### src/rtl/led_pattern_ctrl.sv
// led_pattern_ctrl: button-driven LED pattern generator.
//   board_clk : single clock, rising edge
//   reset     : asynchronous, active-high reset
//   switch    : run enable (1 = patterns advance, 0 = freeze)
//   btn       : asynchronous push-button; each debounced press advances mode
//   led[3:0]  : registered LED drive
//   mode[1:0] : registered mode (0 OFF, 1 BLINK, 2 CHASE, 3 COUNT)
module led_pattern_ctrl #(
    parameter int unsigned DIV       = 50_000_000,
    parameter int unsigned DB_CYCLES = 1_000_000
) (
    input  logic       board_clk,
    input  logic       reset,
    input  logic       switch,
    input  logic       btn,
    output logic [3:0] led,
    output logic [1:0] mode
);

    localparam int unsigned PW = (DIV > 2) ? $clog2(DIV) : 1;
    localparam int unsigned DW = (DB_CYCLES > 2) ? $clog2(DB_CYCLES) : 1;

    localparam logic [PW-1:0] PRESC_LAST = PW'(DIV - 1);
    localparam logic [DW-1:0] DB_LAST    = DW'(DB_CYCLES - 1);

    localparam logic [1:0] S_OFF   = 2'd0;
    localparam logic [1:0] S_BLINK = 2'd1;
    localparam logic [1:0] S_CHASE = 2'd2;
    localparam logic [1:0] S_COUNT = 2'd3;

    logic          sync1;
    logic          btn_s;
    logic          btn_stable;
    logic          stable_q;
    logic          press;
    logic [DW-1:0] db_cnt;
    logic [PW-1:0] presc;

    logic          tick_c;
    logic [1:0]    mode_nxt;
    logic [3:0]    led_nxt;
    logic [PW-1:0] presc_nxt;

    // Synchronizer, debounce counter and rising-edge press detector
    always_ff @(posedge board_clk or posedge reset) begin
        if (reset) begin
            sync1      <= 1'b0;
            btn_s      <= 1'b0;
            btn_stable <= 1'b0;
            stable_q   <= 1'b0;
            press      <= 1'b0;
            db_cnt     <= '0;
        end else begin
            sync1    <= btn;
            btn_s    <= sync1;
            stable_q <= btn_stable;
            press    <= btn_stable & ~stable_q;
            if (btn_s == btn_stable) begin
                db_cnt <= '0;
            end else if (db_cnt == DB_LAST) begin
                btn_stable <= btn_s;
                db_cnt     <= '0;
            end else begin
                db_cnt <= db_cnt + DW'(1);
            end
        end
    end

    assign tick_c = switch && (presc == PRESC_LAST);

    // Mode FSM, LED pattern and prescaler state register
    always_ff @(posedge board_clk or posedge reset) begin
        if (reset) begin
            mode  <= S_OFF;
            led   <= 4'b0000;
            presc <= '0;
        end else begin
            mode  <= mode_nxt;
            led   <= led_nxt;
            presc <= presc_nxt;
        end
    end

    // Next state: a press wins over a coincident tick and restarts the step timer
    always_comb begin
        mode_nxt  = mode;
        led_nxt   = led;
        presc_nxt = presc;
        if (press) begin
            presc_nxt = '0;
            case (mode)
                S_OFF:   mode_nxt = S_BLINK;
                S_BLINK: mode_nxt = S_CHASE;
                S_CHASE: mode_nxt = S_COUNT;
                default: mode_nxt = S_OFF;
            endcase
            case (mode_nxt)
                S_BLINK: led_nxt = 4'b1111;
                S_CHASE: led_nxt = 4'b0001;
                default: led_nxt = 4'b0000;
            endcase
        end else if (switch) begin
            presc_nxt = tick_c ? '0 : presc + PW'(1);
            if (tick_c) begin
                case (mode)
                    S_BLINK: led_nxt = ~led;
                    S_CHASE: led_nxt = {led[2:0], led[3]};
                    S_COUNT: led_nxt = led + 4'd1;
                    default: led_nxt = 4'b0000;
                endcase
            end
        end
    end

endmodule
### config.mk
export PLATFORM = sky130hd
export DESIGN_NAME = led_pattern_ctrl
export DESIGN_NICKNAME = d
export VERILOG_FILES = /design/src/rtl/led_pattern_ctrl.sv
export SDC_FILE = /design/constraint.sdc
export NUM_CORES = 1
export LEC_CHECK = 0
export ABC_AREA = 1
export CAP_MARGIN = 20
export CORE_ASPECT_RATIO = 0.5
export CORE_MARGIN = 2
export CORE_UTILIZATION = 55
export CTS_CLUSTER_DIAMETER = 30
export CTS_CLUSTER_SIZE = 30
export DETAILED_ROUTE_END_ITERATION = 7
export GPL_TIMING_DRIVEN = 0
export MAX_ROUTING_LAYER = met4
export PLACE_DENSITY = 0.79
export SYNTH_ARGS = -nofsm -noshare
export SYNTH_HDL_FRONTEND = slang
export SYNTH_SLANG_ARGS = --single-unit
### constraint.sdc
create_clock -name board_clk -period 2.9 [get_ports board_clk]
set_clock_uncertainty 0.1 [all_clocks]
set_input_delay 0.87 -clock board_clk [delete_from_list [all_inputs] [get_ports board_clk]]
set_output_delay 0.87 -clock board_clk [all_outputs]
set_load 0.005 [all_outputs]
==> results <==
- The run finished with clean final reports.
- The initial antenna violation count came to 0.
- The main combinational cell family by area after synthesis is simple AND/OR/NAND/NOR gates.
- The critical path class is input pin to flop.
- The post-route netlist has 11.0% of its cells at a drive strength greater than 1.
- In the post-synthesis netlist, the biggest area contributors are sky130_fd_sc_hd__dfrtp_1, sky130_fd_sc_hd__nand2_1, sky130_fd_sc_hd__nor2_1.
- The number of endpoints with negative hold slack in the final report is 0.
- The design draws 0.00216 W.
- Each instance of the synthesized netlist takes up on average 7.54 um2.
- The parity-gate share of the synthesized area counting xor and xnor cells is 4.79%.
- The first routing iteration left 178 violations.
- Entering global routing, the biggest net connects 42 pins.
- The final cycle utilization of the critical path is 79.0%.
- The netlist area before placement is 0.00329 mm2.
- The share of flip-flops with an asynchronous set or reset is 100%.
- For this design the top-level I/O count stands at 10.
- The beginning of the worst register-to-register path is db_cnt[0]$_DFF_PP0_.
- The total of warnings raised by yosys is 0.
- After detailed routing, the average wire length per cell comes to 12.5 um.
- The endpoint identified for the worst register-to-register timing path is db_cnt[16]$_DFF_PP0_.
- The setup-violating endpoint count in the final report is 0.
- The antenna cell count is 0.
- The post-synthesis cell count is 437.
- Power spread over the standard cell area amounts to 567 mW/mm2.
- The slowest cell on the critical path is sky130_fd_sc_hd__clkdlybuf4s50_1.
- The type of element capturing the critical path is a flop.
- For this configuration, the core starts out at a cell density of 58.4%.
- The total congestion overflow is 0.
- Counting both buffers and inverters, the worst setup path holds a total of 1.
- Summing the areas of all fa, ha and maj instances in the mapped netlist gives 3.04% of the synthesized area.
- At the worst endpoint, the arrival time is 2.40 ns.
- The count of final max-slew check failures is 0.
- The final net count is 470.
- The placer congestion estimate is 0.850.
- The first global-routing pass estimated 11,500 um of wire.
- STA classifies the critical path startpoint as an input pin.
- In this run, CTS created clock tree buffers numbering 9.
- The startpoint identified for the worst hold timing path is sync1$_DFF_PP0_.
- The number of enable-type register cells in the synthesized netlist is 0.
- The overall die area is 0.00666 mm2.
- The final critical-path required period is 2.29 ns.
- The clock drives 57 sinks.
- The count of nets left with antenna violations after detail routing is 0.
- Synthesis inferred 57 register bits.
- For this design the static power due to leakage is 1.81 nW.
- The wire-length estimate of the detail-placed layout is 4730 um.
- Wires add up to 6710 um.
- The instance count on the critical path is 8.
- The signal on the critical path passes through clkdlybuf4s50_1 > nor2_4 > nor2_2 > nand2_1 > nor2_2 > nand2_1 > xor2_1 > nor2_2.
- Synthesis produced a netlist with a net count of 449.
- In this run, post-CTS repair resized a total of 0 instances.
- The flop-to-flop setup slack is 1.15 ns.
- The core region is 0.00563 mm2.
- The count of unique library cells instantiated by Yosys is 27.
- The CTS tree is built.
- Clock-pin slew was measured on the worst setup and hold paths at 0.05 ns.
- The number of design rule violations left after detail routing is 0.
- For the worst-skew pair, the clock arrives at the later sink with an insertion delay of 0.32 ns.
- The library cell used as clock root buffer is sky130_fd_sc_hd__clkbuf_16.
- Among all flip-flop cells after synthesis, the most frequent one is sky130_fd_sc_hd__dfrtp_1.
- The overall routing resource usage is 23.2%.
- During placement, the flow inserted port buffers numbering 9.
- Hold repair after CTS inserted 0 buffers.
- The kind of cell with the highest combined delay along the critical path is simple AND/OR/NAND/NOR gates.
- The cell count of the worst reg-to-reg path is 9.
- The initialized floorplan defines 19 standard-cell rows.
- Setup repair after global routing left no endpoint under its margin.
- The number of vias per cell after detailed routing is 5.17.
- At the pin with the least slew margin, the transition time is 0.392 ns.
- The cell that appears most often on the critical path is sky130_fd_sc_hd__nor2_2.
- The hold path depth is 0.
- In this run the number of H-tree levels came out at 3.
- The maximum operating frequency is 436 MHz.
- The register area share after synthesis is 43.3%.
- The area share of the largest cell type after synthesis is 43.3%.
- The maximum clock path buffer count is 2.
- The longest individual stage delay on the worst path is 0.62 ns.
- The proportion of synthesized area in mux cells is 0%.
- The largest voltage drop on the vdd net is 0.440 mV.
- The post-CTS setup repair buffer count is 0.
- Measured along the x axis, the die boundary spans 113 um.
- The number of max-cap violations is 0.
- In this run the cell area measured after placement is 0.00349 mm2.
- The via count of the first global-routing pass is 2,645.
- Compared with the post-synthesis result, the final layout area differs by 15.5%.
- The complex-gate fraction of the synthesized area is 3.61%.
- Summing the areas of all and, or, nand and nor instances in the mapped netlist gives 38.3% of the synthesized area.
- The detailed router placed 2,772 vias in this run.
- The cell accounting for the most synthesized area is sky130_fd_sc_hd__dfrtp_1.
- Measured against its own limit, the worst slew margin works out to 73.8%.
- The post-route standard cell area excluding fillers is 0.00380 mm2.
- In this run the vertical extent of the chip is 58.7 um.
- In this run the worst path has a maximum fanout of 10.
- The pre-antenna-repair detailed-routing pass consisted of 4 iterations.
- Data on the critical path is required at its endpoint by 3.01 ns.
- The worst hold-check path type is flop to flop.
- Ranked by instance count, the synthesized netlist is headed by sky130_fd_sc_hd__nand2_1, sky130_fd_sc_hd__nor2_1, sky130_fd_sc_hd__dfrtp_1.
- The most common cell in the synthesized netlist is sky130_fd_sc_hd__nand2_1.
- The worst hold endpoint is btn_s$_DFF_PP0_.
power by group:
group | internal [W] | total [W] | switching [W]
clock | 0.000742 | 0.00109 | 0.000352
combinational | 0.0000609 | 0.000166 | 0.000105
sequential | 0.000840 | 0.000896 | 0.0000563
total | 0.00164 | 0.00216 | 0.000513
worst max-delay path by stage:
| stage | start | end | slack (ns) |
|---|---|---|---|
| floorplan | reset | btn_s$_DFF_PP0_ | 0.53 |
| global placement | reset | presc[2]$_DFFE_PP0P_ | -0.54 |
| detailed placement | switch | presc[16]$_DFFE_PP0P_ | 0.31 |
| CTS | led[0]$_DFFE_PP0P_ | led[0] | 0.60 |
| global route | switch | presc[16]$_DFFE_PP0P_ | 0.53 |
| finish | switch | presc[16]$_DFFE_PP0P_ | 0.61 |
registers in the layout (all words and copies together), names as in the netlist:
name	flops
press	1
db_cnt	20
led	4
mode	2
btn_stable	1
presc	26
sync1	1
stable_q	1
btn_s	1
layer usage:
layer  vias to the layer above  global-route usage (%)  part of all wire (%)
li1                       1427                       -                     -
met1                      1272                    28.7                    49
met2                        61                    36.5                    45
met3                        12                    7.21                   4.3
met4                         0                    9.06                   1.6
met5                         -                       -                     0
layout by cell type (no fill, tap or decap), types with 6 or more instances in the layout:
| cell type | count |
|---|---|
| sky130_fd_sc_hd__nand2_1 | 109 |
| sky130_fd_sc_hd__nor2_1 | 88 |
| sky130_fd_sc_hd__dfrtp_1 | 57 |
| sky130_fd_sc_hd__inv_1 | 47 |
| sky130_fd_sc_hd__nand3_1 | 23 |
| sky130_fd_sc_hd__nand4_1 | 19 |
| sky130_fd_sc_hd__nor3_1 | 13 |
| sky130_fd_sc_hd__o21ai_0 | 10 |
| sky130_fd_sc_hd__xor2_1 | 10 |
| sky130_fd_sc_hd__clkbuf_16 | 9 |
| sky130_fd_sc_hd__clkdlybuf4s50_1 | 9 |
| sky130_fd_sc_hd__nor2_2 | 8 |
| sky130_fd_sc_hd__xnor2_1 | 8 |
| sky130_fd_sc_hd__ha_1 | 8 |
| sky130_fd_sc_hd__nor2_4 | 6 |
| sky130_fd_sc_hd__a21oi_1 | 6 |
worst reg2reg max path, delay by kind of cell, from the launching register on:
kind | cells | cell delay [ns]
flip-flops | 1 | 0.37
AND/OR/NAND/NOR | 7 | 0.89
adder cells (fa/ha/maj) | 1 | 0.19
buffers and inverters | 1 | 0.09
final cells by class:
class                   count  area (um2)
clock inverters             7        85.1
well taps                  73        91.3
fillers                   451        1830
flip-flops and latches     57        1430
plain buffers               4        37.5
repair buffers             10         110
inverters                  51         191
multi-input cells         325        1640
clock buffers               9         225
through the flow:
stage	setup slack (ns)	hold WS (ns)	setup TNS [ns]	utilization, %	cells
finish	0.609	0.250	0	67.5	536
global placement	-0.545	0.233	-30.90	61.7	519
detailed placement	0.315	0.262	0	62.0	520
floorplan	0.530	0.231	0	-	437
CTS	0.605	0.253	0	67.5	536
global route	0.534	0.264	0	67.5	536
logic make-up after synthesis:
logic type	after synthesis
and+or+nand+nor	278
DFF	57
xor gates and xnor gates	18
buffers and inverters	55
AOI/OAI and AO/OA	21
adders and majority gates	8
Note: power is estimated with default switching activity, not from simulation.
